**config.mk**
```make
export PLATFORM = sky130hd
export DESIGN_NAME = food_gen
export DESIGN_NICKNAME = d
export VERILOG_FILES = /design/src/rtl/food_gen.sv
export SDC_FILE = /design/constraint.sdc
export NUM_CORES = 1
export LEC_CHECK = 0
export ABC_AREA = 1
export CORE_ASPECT_RATIO = 1.4
export CORE_MARGIN = 3
export CORE_UTILIZATION = 44
export CTS_CLUSTER_SIZE = 40
export DETAILED_ROUTE_END_ITERATION = 6
export PLACE_DENSITY = 0.74
export SLEW_MARGIN = 30
export SYNTH_ARGS = -nofsm -noshare
export SYNTH_HDL_FRONTEND = slang
export SYNTH_SLANG_ARGS = --single-unit
```
**constraint.sdc**
```tcl
create_clock -name clk -period 2.47 [get_ports clk]
set_input_delay 0.494 -clock clk [delete_from_list [all_inputs] [get_ports clk]]
set_output_delay 0.494 -clock clk [all_outputs]
set_load 0.01 [all_outputs]
```
**src/rtl/food_gen.sv**
```systemverilog
// food_gen -- places food for the snake game.
//
// A free-running 16-bit LFSR supplies candidate cells. A candidate that is
// off the 40x30 board or under the snake head is dropped at once; a legal
// one is offered to the body-occupancy logic through a request/acknowledge
// handshake. A free cell becomes the food. Eating the food (head moves onto
// it while running) pulses get_food and starts the next placement.
//
// Ports:
//   clk, rst              clock; asynchronous active-high reset
//   game_state[1:0]       00 RUN, 01 PAUSE, 10 OVER, 11 behaves as PAUSE
//   head_x/head_y[5:0]    snake head cell; head_valid pulses on each move
//   cand_x/cand_y[5:0]    candidate cell under query; cand_req held until ack
//   occ_ack, occ_hit      occupancy answer pulse; hit = cell is snake body
//   food_x/food_y[5:0]    current food cell; food_valid = food present
//   get_food              one-cycle registered pulse per eaten food
module food_gen (
   input  logic       clk,
   input  logic       rst,
   input  logic [1:0] game_state,
   input  logic [5:0] head_x,
   input  logic [5:0] head_y,
   input  logic       head_valid,
   output logic [5:0] cand_x,
   output logic [5:0] cand_y,
   output logic       cand_req,
   input  logic       occ_ack,
   input  logic       occ_hit,
   output logic [5:0] food_x,
   output logic [5:0] food_y,
   output logic       food_valid,
   output logic       get_food
);

   typedef enum logic [1:0] {
      IDLE   = 2'd0,
      GEN    = 2'd1,
      CHECK  = 2'd2,
      ACTIVE = 2'd3
   } state_t;

   state_t      state;
   state_t      state_next;
   logic [15:0] lfsr;

   logic [5:0]  samp_x;
   logic [5:0]  samp_y;
   logic        is_run;
   logic        is_over;
   logic        samp_ok;
   logic        eat_match;

   logic        cand_load;
   logic        req_clear;
   logic        food_load;
   logic        eat;

   assign is_run  = (game_state == 2'b00);
   assign is_over = (game_state == 2'b10);

   assign samp_x  = lfsr[5:0];
   assign samp_y  = lfsr[13:8];
   assign samp_ok = (samp_x < 6'd40) && (samp_y < 6'd30) &&
                    !((samp_x == head_x) && (samp_y == head_y));

   // PAUSE (and 11) never qualifies a head move, so ACTIVE simply holds.
   assign eat_match = head_valid && is_run &&
                      (head_x == food_x) && (head_y == food_y);

   // x^16+x^14+x^13+x^11+1, right-shifting form; never stalls.
   always_ff @(posedge clk or posedge rst) begin
      if (rst)
         lfsr <= 16'hACE1;
      else
         lfsr <= {lfsr[0] ^ lfsr[2] ^ lfsr[3] ^ lfsr[5], lfsr[15:1]};
   end

   always_ff @(posedge clk or posedge rst) begin
      if (rst)
         state <= IDLE;
      else
         state <= state_next;
   end

   // OVER dominates every state, including a coincident eat.
   always_comb begin
      state_next = state;
      if (is_over) begin
         state_next = IDLE;
      end else begin
         case (state)
            IDLE:    if (is_run)    state_next = GEN;
            GEN:     if (samp_ok)   state_next = CHECK;
            CHECK:   if (occ_ack)   state_next = occ_hit ? GEN : ACTIVE;
            ACTIVE:  if (eat_match) state_next = GEN;
            default:                state_next = IDLE;
         endcase
      end
   end

   always_comb begin
      cand_load = 1'b0;
      req_clear = 1'b0;
      food_load = 1'b0;
      eat       = 1'b0;
      if (!is_over) begin
         case (state)
            GEN:     cand_load = samp_ok;
            CHECK: begin
               req_clear = occ_ack;
               food_load = occ_ack && !occ_hit;
            end
            ACTIVE:  eat = eat_match;
            default: ;
         endcase
      end
   end

   // food_x/food_y are deliberately left untouched on OVER.
   always_ff @(posedge clk or posedge rst) begin
      if (rst) begin
         cand_x     <= '0;
         cand_y     <= '0;
         cand_req   <= 1'b0;
         food_x     <= '0;
         food_y     <= '0;
         food_valid <= 1'b0;
         get_food   <= 1'b0;
      end else begin
         get_food <= eat;
         if (is_over) begin
            cand_req   <= 1'b0;
            food_valid <= 1'b0;
         end else begin
            if (cand_load) begin
               cand_x   <= samp_x;
               cand_y   <= samp_y;
               cand_req <= 1'b1;
            end else if (req_clear) begin
               cand_req <= 1'b0;
            end
            if (food_load) begin
               food_x     <= cand_x;
               food_y     <= cand_y;
               food_valid <= 1'b1;
            end else if (eat) begin
               food_valid <= 1'b0;
            end
         end
      end
   end

endmodule

```
After elaboration in Yosys (flattened, before gate mapping) --
Index checks and enable logic that the tools add are counted.
Operators by class: eq/ne operators 12, magnitude comparators 2, bitwise logic cells 4, mux-type cells 21, reduce and logical (&&, ||, !) cells 16
Operators by type and width (number):
- $eq A6 B6 Y1 | 4
- $mux W1 | 14
- $mux W2 | 6
- $ne A3 B3 Y1 const B | 4
- $pmux W2 S4 | 1
- $logic_and A1 B1 Y1 | 7
- $eq A2 B2 Y1 const B | 3
- $lt A6 B5 Y1 const B | 1
- $lt A6 B6 Y1 const B | 1
- $reduce_bool A3 Y1 | 2
- $logic_not A2 Y1 | 2
- $reduce_and A2 Y1 | 2
- $reduce_and A4 Y1 | 1
- $xor A1 B1 Y1 | 3
- $eq A2 B1 Y1 const B | 1
- $logic_not A1 Y1 | 2
- $not A1 Y1 | 1
Word-level totals: input bits 19, register bits after elaboration 45

Depth between registers and ports, before layout --
Gate-level depths: netlist (run 1).
word-level depth 9, gate-level depth with buffers 11

Worst setup path before layout (run 1) --
No wires, ideal clock.
path kind input to register, from in game_state[1], to reg state[0], buffers on the path 0, arrival 1.246 ns, stages 10, setup slack 1.107 ns, setup time 0.118 ns, path through nor2_1 > nand2_1 > nor2_1 > nand2_1 > nor2_1 > nand2_1 > a21oi_2 > nand2_1 > nand3_1 > nand2_1
Between the ends: word-level cells in the longest chain between the ends 6, elaborated cells on any way between the ends 11, classes of those cells eq/ne: 5; mux: 1; reduce/logical: 5
Ends and longest elaborated chain:
- from (decl) | RTL line 20 | input logic [1:0] game_state,
- $logic_not A2 Y1 | RTL line 58 | assign is_run = (game_state == 2'b00);
- $logic_and A1 B1 Y1 (2 in series) | RTL line 67 | assign eat_match = head_valid && is_run &&
- $logic_and A1 B1 Y1 | RTL line 68 | (head_x == food_x) && (head_y == food_y);
- $ne A3 B3 Y1 (no source line)
- $reduce_and A4 Y1 (no source line)
- to (signal assigned) | RTL line 82 | state <= state_next;
- to (decl) | RTL line 42 | state_t state;
Parallel ways exist; a longest one is shown, timed or not. A chain may end at the register's enable or synchronous reset.

Worst setup path after layout (run 1) --
from in head_x[2], to reg cand_y[3]
Between the ends: word-level cells in the longest chain between the ends 7
Ends and longest elaborated chain:
- from (decl) | RTL line 21 | input logic [5:0] head_x,
- $eq A6 B6 Y1 | RTL line 64 | !((samp_x == head_x) && (samp_y == head_y));
- $logic_and A1 B1 Y1 | RTL line 64
- $logic_not A1 Y1 | RTL line 64
- $logic_and A1 B1 Y1 | RTL line 63 | assign samp_ok = (samp_x < 6'd40) && (samp_y < 6'd30) &&
- $mux W1 | RTL line 107 | case (state)
- $mux W1 | RTL line 106 | if (!is_over) begin
- $reduce_and A2 Y1 (no source line)
- to (signal assigned) | RTL line 137 | cand_y <= samp_y;
- to (decl) | RTL line 25 | output logic [5:0] cand_y,
Every way passes these cells.

==> results of run 1 <==
==> synth_stat cells <==
| library cell | count |
|---|---|
| xnor2_1 | 16 |
| nor3_1 | 3 |
| inv_1 | 32 |
| mux2_2 | 1 |
| ha_1 | 5 |
| buf_6 | 2 |
| dfrtp_1 | 37 |
| dfstp_2 | 8 |
| nand4_1 | 3 |
| nand4_4 | 1 |
| buf_2 | 2 |
| a21oi_1 | 8 |
| nand2_1 | 64 |
| xor2_1 | 1 |
| o21ai_1 | 2 |
| nand3_1 | 8 |
| o21ai_2 | 5 |
| o21ai_0 | 7 |
| a21oi_2 | 5 |
| nand3_2 | 1 |
| nor3_2 | 1 |
| inv_2 | 2 |
| o21a_1 | 1 |
| nor2_1 | 28 |
==> state kept, by name, summed over array words and instances (netlist names) <==
register	flops
cand_req	1
cand_x	6
cand_y	6
food_valid	1
food_x	6
food_y	6
get_food	1
lfsr	16
state	2
==> report_power, final <==
part / leakage (uW) / switching (uW) / total (uW) / internal [uW]
combinational: 0.000696 / 471 / 895 / 424
clock: 0.0000455 / 230 / 458 / 228
sequential: 0.000561 / 111 / 983 / 872
==> path summary, 6_finish.rpt <==
check	from	endpoint	slack (ps)	depth (start not counted)
max reg2reg	lfsr[5]	cand_y[3]	770	9
min	lfsr[6]	lfsr[5]	360	0
max	head_x[2]	cand_y[3]	590	10
max in group asynchronous	rst	lfsr[15]	1460	3
min reg2reg	lfsr[6]	lfsr[5]	360	0
min in group asynchronous	rst	food_x[5]	640	3
==> layer usage <==
| layer | global-route usage, % | vias up |
|---|---|---|
| met5 | 0 | - |
| met1 | 21.82 | 774 |
| met4 | 6.415 | 0 |
| met2 | 30.41 | 32 |
| met3 | 3.270 | 8 |
| li1 | - | 848 |
==> layout by cell type (no fill, tap or decap) <==
cell type | synthesis | routed
inv_1 | 32 | 31
nand4_1 | 3 | 3
nand3_1 | 8 | 8
xnor2_1 | 16 | 16
a21oi_1 | 8 | 8
nor3_2 | 1 | 1
clkinv_1 | 0 | 1
dfstp_2 | 8 | 8
nand4_4 | 1 | 1
mux2_2 | 1 | 1
o21ai_1 | 2 | 2
nand2_1 | 64 | 64
nor2_1 | 28 | 28
inv_2 | 2 | 2
clkbuf_1 | 0 | 2
clkbuf_8 | 0 | 6
o21a_1 | 1 | 1
nand3_2 | 1 | 1
o21ai_0 | 7 | 7
xor2_1 | 1 | 1
buf_4 | 0 | 3
nor3_1 | 3 | 3
a21oi_2 | 5 | 5
dfrtp_1 | 37 | 37
clkdlybuf4s50_1 | 0 | 45
o21ai_2 | 5 | 5
ha_1 | 5 | 5
==> worst max-delay path, delay by kind of cell <==
family	cells	cell delay [ps]
AND/OR/NAND/NOR	7	920
buffers and inverters	2	580
AO/OA/AOI/OAI	1	40
==> layout make-up <==
| class | instances | area, um2 | area share, % |
|---|---|---|---|
| flip-flops and latches | 45 | 1136 | 41.05 |
| multi-input cells | 160 | 863.3 | 31.19 |
| repair buffers | 48 | 473.0 | 17.09 |
| inverters | 34 | 127.6 | 4.611 |
| clock buffers | 8 | 90.09 | 3.255 |
| well taps | 62 | 77.57 | 2.803 |
==> per-stage QoR <==
| stage | utilization, % | worst slack (ps) | total power, uW |
|---|---|---|---|
| finish | 59.59 | 592.4 | 2337 |
| global route | 59.59 | 461.9 | 2518 |
| CTS | 59.59 | 563.8 | 2371 |
| detailed placement | 57.65 | 256.4 | 1905 |
| global placement | 57.65 | 316.0 | 1884 |
| floorplan | - | 929.8 | 1538 |
==> logic make-up after synthesis <==
| logic type | Yosys count | synth area share (%) |
|---|---|---|
| flops | 45 | 52.61 |
| fa+ha+maj | 5 | 2.897 |
| simple gates | 109 | 21.32 |
| xor+xnor | 17 | 6.894 |
| mux | 1 | 0.5214 |
| compound gates | 28 | 8.343 |
| buf+inv | 38 | 7.416 |
==> metrics.md, run 1 <==
| Metric | Value |
|---|---|
| Fin. Hold Viols | 0 |
| Area Growth Syn to Fin | 28.16% |
| Period utilization | 76.02% |
| Library cells used by synthesis | 24 |
| Peak Freq | approximately 530 MHz |
| Met1 wire length | just under 2000 um |
| Fillcell total | 448 |
| Worst hold margin | 357.5 ps |
| Post-DP HPWL | 3574 um |
| Sequential-to-total area share from yosys stat | approximately 53% |
| Area leader, netlist | dfrtp_1 |
| CTS resizes | 0 |
| WL/cell | about 13 um |
| FP Rows | 29 |
| Postcts setup bufs | 0 |
| Slew @ Worst Pin | ~540 ps |
| Final slew viol count | 0 |
| Clock tree sinks | 45 |
| GP Congestion | approximately 0.86 |
| Core ar. | about 4600 um2 |
| Vias in the first global route | ~1700 |
| Die area | between 5000 and 6000 um2 |
| Routed wire length | about 4500 um |
| Via Count | around 1700 |
| Setup Skew | about 4.6 ps |
| Setup tns final | 0 ps |
| Crit-path cells | clkdlybuf4s50_1, inv_1, nand2_1, nand2_1, nand2_1, nor2_1, nand3_2, nand4_4, nor2_1, a21oi_2 |
| Mean post-synth cell area | between 8 and 9 um2 |
| Clock buffer count from CTS | 5 |
| Clock Path Buffers | 2 |
| Crit-path max FO | 24 |
| Nets | 318 |
| Post-DP Area | ~2700 um2 |
| First-pass GRT wire length | 7783 um |
| Share of post-route cells with drive strength above 1 | ~11% |
| Main area contributors after synthesis | dfrtp_1 43%, nand2_1 11%, dfstp_2 9.7% |
| Critical path required time | 2640 ps |
| Post-synth top area share | between 40% and 50% |
| Input/output buffers | 45 |
| WS Path Type | input port to register |
| CTS H-Tree Depth | 2 |
| Setup-failing EPs final | 0 |
| CP peak stage delay | just over 500 ps |
| FF+latch count, synth | between 40 and 50 |
| Initial Util | between 40% and 50% |
| Synthesis Warnings | 0 |
| Reg clk slew, reported paths | around 80 ps |
| Startpoint types | input port |
| Top Metal Used | met4 |
| MaxCap Viol Count | 0 |
| Die width | 65.21 um |
| Metal3 WL | ~150 um |
| Worst vdd ir | approximately 550 uV |
| IO Count | 46 |
| P per Cell Area | 844.2 nW/um2 |
| Outcome | complete, no violations |
| Hold buffers post-CTS | 0 |
| Crit. End Element | register |
| Crit path top cell by count | nand2_1 |
| Syn Std Cell Area | roughly 2200 um2 |
| Largest net degree at the start of global routing | 46 |
| Gr ovfl total | 0 |
| RSZ-0062 raised after global routing | false |
| DP Cell Count | 349 |
| Clock Latency Late Sink | 290 ps |
| Cells after Synth | roughly 240 |
| Design area | 2768 um2 |
| Drt pass-1 iters | 4 |
| Root Buffer | clkbuf_8 |
| Initial drt markers | 53 |
| DR vias/cell | ~4.7 |
| Slowest-stage cell, CP | clkdlybuf4s50_1 |
| Worst slew margin relative to its limit | between 60% and 70% |
| Critical Path AT | approximately 2000 ps |
| N_diodes | 0 |
| ANT nets after route | 0 |
| GRT Overall Usage | ~18% |
| Worst Hold Class | register to register |
| Lkg Pwr | about 0.0013 uW |
| Initial antenna violation count | 0 |
| Met2 routed WL | roughly 2300 um |
| Min cycle time layout | 1878 ps |
| Syn nets | 267 |
| DRC violations left | 0 |
| CTS tree | yes |
| Die height | about 90 um |
| Non-filler cells, final | 357 |
Power figures use the tool's default switching activity.
==> run 2: changes to the inputs <==
==> constraint.sdc (replaced) <==
create_clock -name clk -period 1.8 [get_ports clk]
set_input_delay 0.36 -clock clk [delete_from_list [all_inputs] [get_ports clk]]
set_output_delay 0.36 -clock clk [all_outputs]
set_load 0.01 [all_outputs]
==> metrics.md, run 2 (synthesized netlist as in run 1, its figures left out) <==
| Metric | Value |
|---|---|
| Outcome | complete, no violations (unchanged) |
| Clock Latency Late Sink | 300 ps (was 290 ps) |
| ANT nets after route | 0 (unchanged) |
| Worst vdd ir | 802.4 uV (was 549.5 uV) |
| RSZ-0062 raised after global routing | false (unchanged) |
| Min cycle time layout | between 1500 and 2000 ps |
| Reg clk slew, reported paths | 90 ps (was 80 ps) |
| Startpoint types | register (was input port) |
| WS Path Type | register to output port (was input port to register) |
| DR vias/cell | 4.660 (was 4.655) |
| DRC violations left | 0 (unchanged) |
| Share of post-route cells with drive strength above 1 | 13.00% (was 11.19%) |
| Postcts setup bufs | 0 (unchanged) |
| GRT Overall Usage | 18.48% (was 17.54%) |
| Initial drt markers | 75 (was 53) |
| Clock tree sinks | 45 (unchanged) |
| IO Count | 46 (unchanged) |
| Clock Path Buffers | 2 (unchanged) |
| Crit-path max FO | 3 (was 24) |
| P per Cell Area | 1212 nW/um2 (was 844.2 nW/um2) |
| Crit. End Element | output port (was register) |
| Peak Freq | 613.7 MHz |
| Crit-path cells | clkdlybuf4s50_1 (was clkdlybuf4s50_1, inv_1, nand2_1, nand2_1, nand2_1, nor2_1, nand3_2, nand4_4, nor2_1, a21oi_2) |
| Root Buffer | clkbuf_8 (unchanged) |
| Drt pass-1 iters | 4 (unchanged) |
| Final Power | 3482 uW (was 2337 uW) |
| Die height | 88.90 um (unchanged) |
| Period utilization | 90.53% |
| FP Rows | 29 (unchanged) |
| Input/output buffers | 45 (unchanged) |
| Setup Skew | 9.104 ps (was 4.555 ps) |
| Clock buffer count from CTS | 5 (unchanged) |
| Gr ovfl total | 0 (unchanged) |
| Core ar. | 4644 um2 (unchanged) |
| Worst hold margin | 361.3 ps (was 357.5 ps) |
| N_diodes | 0 (unchanged) |
| MaxCap Viol Count | 0 (unchanged) |
| Post-DP HPWL | 3618 um (was 3574 um) |
| WL/cell | 12.96 um (was 12.70 um) |
| CP peak stage delay | 560 ps (was 510 ps) |
| Commonest non-fill, non-tap cell in the layout | nand2_1 (unchanged) |
| Worst slew margin relative to its limit | 79.95% (was 64.12%) |
| Nets | 323 (was 318) |
| Initial Util | 46.50% (unchanged) |
| Crit path buf inv count | 1 (was 2) |
| Fin. Hold Viols | 0 (unchanged) |
| Die width | 65.21 um (unchanged) |
| CTS H-Tree Depth | 2 (unchanged) |
| Setup tns final | 0 ps (unchanged) |
| First-pass GRT wire length | 8245 um (was 7783 um) |
| GP Congestion | 0.8458 (was 0.8554) |
| Biggest register | lfsr (unchanged) |
| Slew @ Worst Pin | 298.6 ps (was 538.1 ps) |
| Max FFs per register | 16 (unchanged) |
| Slowest-stage cell, CP | clkdlybuf4s50_1 (unchanged) |
| Fillcell total | 427 (was 448) |
| CTS tree | yes (unchanged) |
| Die area | 5797 um2 (unchanged) |
| Worst Hold Class | register to register (unchanged) |
| Routed wire length | 4691 um (was 4534 um) |
| Final core utilization | 61.83% (was 59.59%) |
| Area Growth Syn to Fin | 32.97% (was 28.16%) |
| Via Count | 1687 (was 1662) |
| Final slew viol count | 0 (unchanged) |
| Setup-failing EPs final | 0 (unchanged) |
| Commonest cells after routing, fill and taps aside | 64 x nand2_1, 44 x clkdlybuf4s50_1, 37 x dfrtp_1 (was 64 x nand2_1, 45 x clkdlybuf4s50_1, 37 x dfrtp_1) |
| CP top delay family | buffers and inverters (was simple AND/OR/NAND/NOR gates) |
| Initial antenna violation count | 0 (unchanged) |
| Largest net degree at the start of global routing | 46 (unchanged) |
| Lkg Pwr | 0.001364 uW (was 0.001303 uW) |
| Vias in the first global route | 1792 (was 1672) |
| Critical Path AT | 1270 ps (was 2050 ps) |
| Critical path required time | 1440 ps (was 2640 ps) |
[run 2: changes by cell type in the layout (fill, tap and decap cells not counted), sizes merged]
cell,delta
dlymetal6s2s,+1
clkbuf,-1
buf,+5
clkdlybuf4s50,-1
bufinv,+1
[run 2: layout make-up]
type | instances | area [um2] | area share, %
clock buffer | 7 | 86.33 | 3.007
clock inverter | 1 | 30.03 | 1.046
inverter | 34 | 127.6 | 4.444
multi-input combinational | 160 | 863.3 | 30.07
sequential | 45 | 1136 | 39.56
tap | 62 | 77.57 | 2.702
timing repair buffer | 53 | 550.5 | 19.17
[run 2: metal layers]
| metal | track usage (%) | wire, um | up-vias |
|---|---|---|---|
| met5 | 0 | 0 | - |
| met4 | 6.038 | 92 | 0 |
| met3 | 3.648 | 202 | 11 |
| met2 | 31.34 | 2380 | 40 |
| met1 | 23.81 | 2016 | 774 |
| li1 | - | - | 862 |
[run 2: what timing repair did]
item / CTS / global route
endpoints found under the setup margin: 0 / 1
gates resized for setup: 0 / 1
hold buffers: 0 / 0
[run 2: stage by stage]
step                      cell area (um2)  setup WS, ps  std cells
after floorplan                      2160         393.8        243
after global placement               2753        -79.15        354
after detailed placement             2753        -102.9        354
after CTS                            2869         152.7        362
after global routing                 2872         30.18        362
final                                2872         170.4        362
[run 2: worst reg2reg max path: stages, from the launching register on]
cell and delay (ps):
dfrtp_1 420, xnor2_1 300, nand3_1 130, nor2_1 110, nand2_1 70, a21oi_2 170
nand2_1 90, nand3_1 70, nand2_1 50
[run 2: final timing paths]
| check | from | to | slack (ps) | cells after the start |
|---|---|---|---|---|
| max | food_x[0] | food_x[0] | 170 | 1 |
| max in group asynchronous | rst | lfsr[11] | 1120 | 3 |
| min | lfsr[6] | lfsr[5] | 360 | 0 |
| min in group asynchronous | rst | food_x[5] | 400 | 3 |
| max reg2reg | food_x[1] | state[1] | 280 | 8 |
| min reg2reg | lfsr[6] | lfsr[5] | 360 | 0 |
[run 2: power by group]
part           switching, uW  leakage [uW]  internal, uW
Sequential               161      0.000561          1200
Combinational            672      0.000745           670
Clock                    330     0.0000585           453
==> run 3: changes to the inputs <==
--- a/config.mk
+++ b/config.mk
@@ -6,12 +6,14 @@
 export NUM_CORES = 1
 export LEC_CHECK = 0
 export ABC_AREA = 1
+export CELL_PAD_IN_SITES_DETAIL_PLACEMENT = 0
+export CELL_PAD_IN_SITES_GLOBAL_PLACEMENT = 1
 export CORE_ASPECT_RATIO = 1.4
 export CORE_MARGIN = 3
-export CORE_UTILIZATION = 44
+export CORE_UTILIZATION = 38
 export CTS_CLUSTER_SIZE = 40
 export DETAILED_ROUTE_END_ITERATION = 6
-export PLACE_DENSITY = 0.74
+export PLACE_DENSITY = 0.83
 export SLEW_MARGIN = 30
 export SYNTH_ARGS = -nofsm -noshare
 export SYNTH_HDL_FRONTEND = slang
==> metrics.md, run 3 (synthesized netlist as in run 1, its figures left out) <==
| Metric | Value |
|---|---|
| Outcome | complete, no violations (unchanged) |
| Commonest cells after routing, fill and taps aside | 64 x nand2_1, 44 x clkdlybuf4s50_1, 37 x dfrtp_1 (unchanged) |
| Sequential power share | 40.5% (was 39.0%) |
| CTS H-Tree Depth | 2 (unchanged) |
| Initial antenna violation count | 0 (unchanged) |
| Initial drt markers | 102 (was 75) |
| Die area | 6636 um2 (was 5797 um2) |
| Critical Path AT | 1280 ps (was 1270 ps) |
| Met3 global-route usage | 3.692% (was 3.648%) |
| Initial Util | 40.35% (was 46.50%) |
| Power share of the combinational group | 41.2% (was 38.5%) |
| Area Growth Syn to Fin | 33.14% (was 32.97%) |
| WL/cell | 13.17 um (was 12.96 um) |
| Nets | 329 (was 323) |
| Reg clk slew, reported paths | 90 ps (about the same) |
| Final slew viol count | 0 (unchanged) |
| Clock tree sinks | 45 (unchanged) |
| Fin. Hold Viols | 0 (unchanged) |
| Most Crowded Layer GR | met2 (unchanged) |
| CTS tree | yes (unchanged) |
| Gr ovfl total | 0 (unchanged) |
| Clock buffer count from CTS | 5 (unchanged) |
| Critical path required time | 1440 ps (about the same) |
| MaxCap Viol Count | 0 (unchanged) |
| Post-DP HPWL | 3774 um (was 3618 um) |
| Via Count | 1700 (was 1687) |
| Min cycle time layout | 1639 ps (was 1630 ps) |
| Vias in the first global route | 1802 (was 1792) |
| DR vias/cell | 4.570 (was 4.660) |
| Worst slew margin relative to its limit | 81.66% (was 79.95%) |
| Clock Path Buffers | 2 (unchanged) |
| DRC violations left | 0 (unchanged) |
| Clock Power Share | 18.3% (was 22.5%) |
| GRT Overall Usage | 16.48% (was 18.48%) |
| IO Count | 46 (unchanged) |
| FF+latch area | 1136 um2 (unchanged) |
| Routing usage on met1 | 20.32% (was 23.81%) |
| Multi-input gate area | 863.3 um2 (unchanged) |
| Clock Latency Late Sink | 300 ps (about the same) |
| Worst hold margin | 358.4 ps (was 361.3 ps) |
| Peak Freq | 610.1 MHz (was 613.7 MHz) |
| Drt pass-1 iters | 4 (unchanged) |
| First-pass GRT wire length | 8556 um (was 8245 um) |
| Routed wire length | 4899 um (was 4691 um) |
| GR met2 Demand/Resource | 27.55% (was 31.34%) |
| Slowest-stage cell, CP | clkdlybuf4s50_1 (unchanged) |
| Period utilization | 91.06% (was 90.53%) |
| GP Congestion | 0.7917 (was 0.8458) |
| CP top delay family | buffers and inverters (unchanged) |
| Crit path buf inv count | 1 (unchanged) |
| RSZ-0062 raised after global routing | false (unchanged) |
| N_diodes | 0 (unchanged) |
| Startpoint types | register (unchanged) |
| CP peak stage delay | 570 ps (was 560 ps) |
| Postcts setup bufs | 0 (unchanged) |
| Commonest non-fill, non-tap cell in the layout | nand2_1 (unchanged) |
| Worst vdd ir | 789.0 uV (was 802.4 uV) |
| Final Power | 3323 uW (was 3482 uW) |
| Crit-path max FO | 4 (was 3) |
| Input/output buffers | 45 (unchanged) |
| WS Path Type | register to output port (unchanged) |
| Crit-path cells | clkdlybuf4s50_1 (unchanged) |
| Max FFs per register | 16 (unchanged) |
| Biggest register | lfsr (unchanged) |
| Setup-failing EPs final | 0 (unchanged) |
| Die height | 95.20 um (was 88.90 um) |
| P per Cell Area | 1156 nW/um2 (was 1212 nW/um2) |
| Psw | 1174 uW (was 1163 uW) |
| Root Buffer | clkbuf_8 (unchanged) |
| Switching share of total power | 35.33% (was 33.39%) |
| Crit. End Element | output port (unchanged) |
| Fillcell total | 508 (was 427) |
| Setup Skew | 7.417 ps (was 9.104 ps) |
| ANT nets after route | 0 (unchanged) |
| Core ar. | 5353 um2 (was 4644 um2) |
| FP Rows | 31 (was 29) |
| Largest net degree at the start of global routing | 46 (unchanged) |
| Worst Hold Class | register to register (unchanged) |
| Slew @ Worst Pin | 272.2 ps (was 298.6 ps) |
| Die width | 69.71 um (was 65.21 um) |
| Share of post-route cells with drive strength above 1 | 14.71% (was 13.00%) |
| Lkg Pwr | 0.001373 uW (was 0.001364 uW) |
| Setup tns final | 0 ps (unchanged) |
| Pint | 2149 uW (was 2319 uW) |
[run 3: changes by cell type in the layout (fill, tap and decap cells not counted), sizes merged]
cell    delta
clkbuf     -1
buf        +6
bufinv     -1
clkinv     +2
[run 3: routing by layer]
metal,routed length (um),share of wire [%],vias up
li1,-,-,873
met3,209,4.3,10
met4,146,3.0,0
met1,2108,43,777
met2,2435,50,40
met5,0,0,-
[run 3: metrics by stage]
step                      instances  area [um2]  utilization (%)  setup slack, ps
after CTS                       372        2873            53.67            151.0
final                           372        2875            53.72            160.9
after detailed placement        364        2790            52.13           -118.3
after global routing            372        2875            53.72            8.323
after floorplan                 243        2160                -            393.8
after global placement          364        2790            52.13           -118.8
[run 3: final timing paths]
| path | start | end | slack (ps) | cells after the start |
|---|---|---|---|---|
| setup / recovery | food_y[0] | food_y[0] | 160 | 1 |
| hold / removal | lfsr[7] | lfsr[6] | 360 | 0 |
| setup reg to reg | lfsr[5] | cand_x[1] | 200 | 10 |
| hold reg to reg | lfsr[7] | lfsr[6] | 360 | 0 |
| max in group asynchronous | rst | lfsr[6] | 1130 | 3 |
| min in group asynchronous | rst | cand_x[0] | 400 | 3 |
[run 3: timing repair]
item | 4_1_cts | 5_1_grt
resized for setup | 0 | 1
hold endpoints to repair | 0 | 0
hold buffers | 0 | 0
setup endpoints to repair | 0 | 2
[run 3: power groups by stage]
stage,Combinational [uW],Sequential (uW),Clock (uW)
2_1_floorplan,694,1420,0
3_3_place_gp,1370,1360,0
3_5_place_dp,1380,1360,0
4_1_cts,1390,1350,629
5_1_grt,1540,1380,679
6_report,1370,1350,610
[run 3: cell type report]
cell class | instances | area share, %
Clock buffer | 6 | 2.524
Tap cell | 66 | 2.872
Inverter | 34 | 4.439
Timing Repair Buffer | 59 | 20.28
Multi-Input combinational cell | 160 | 30.03
Sequential cell | 45 | 39.51
Clock inverter | 2 | 0.3481
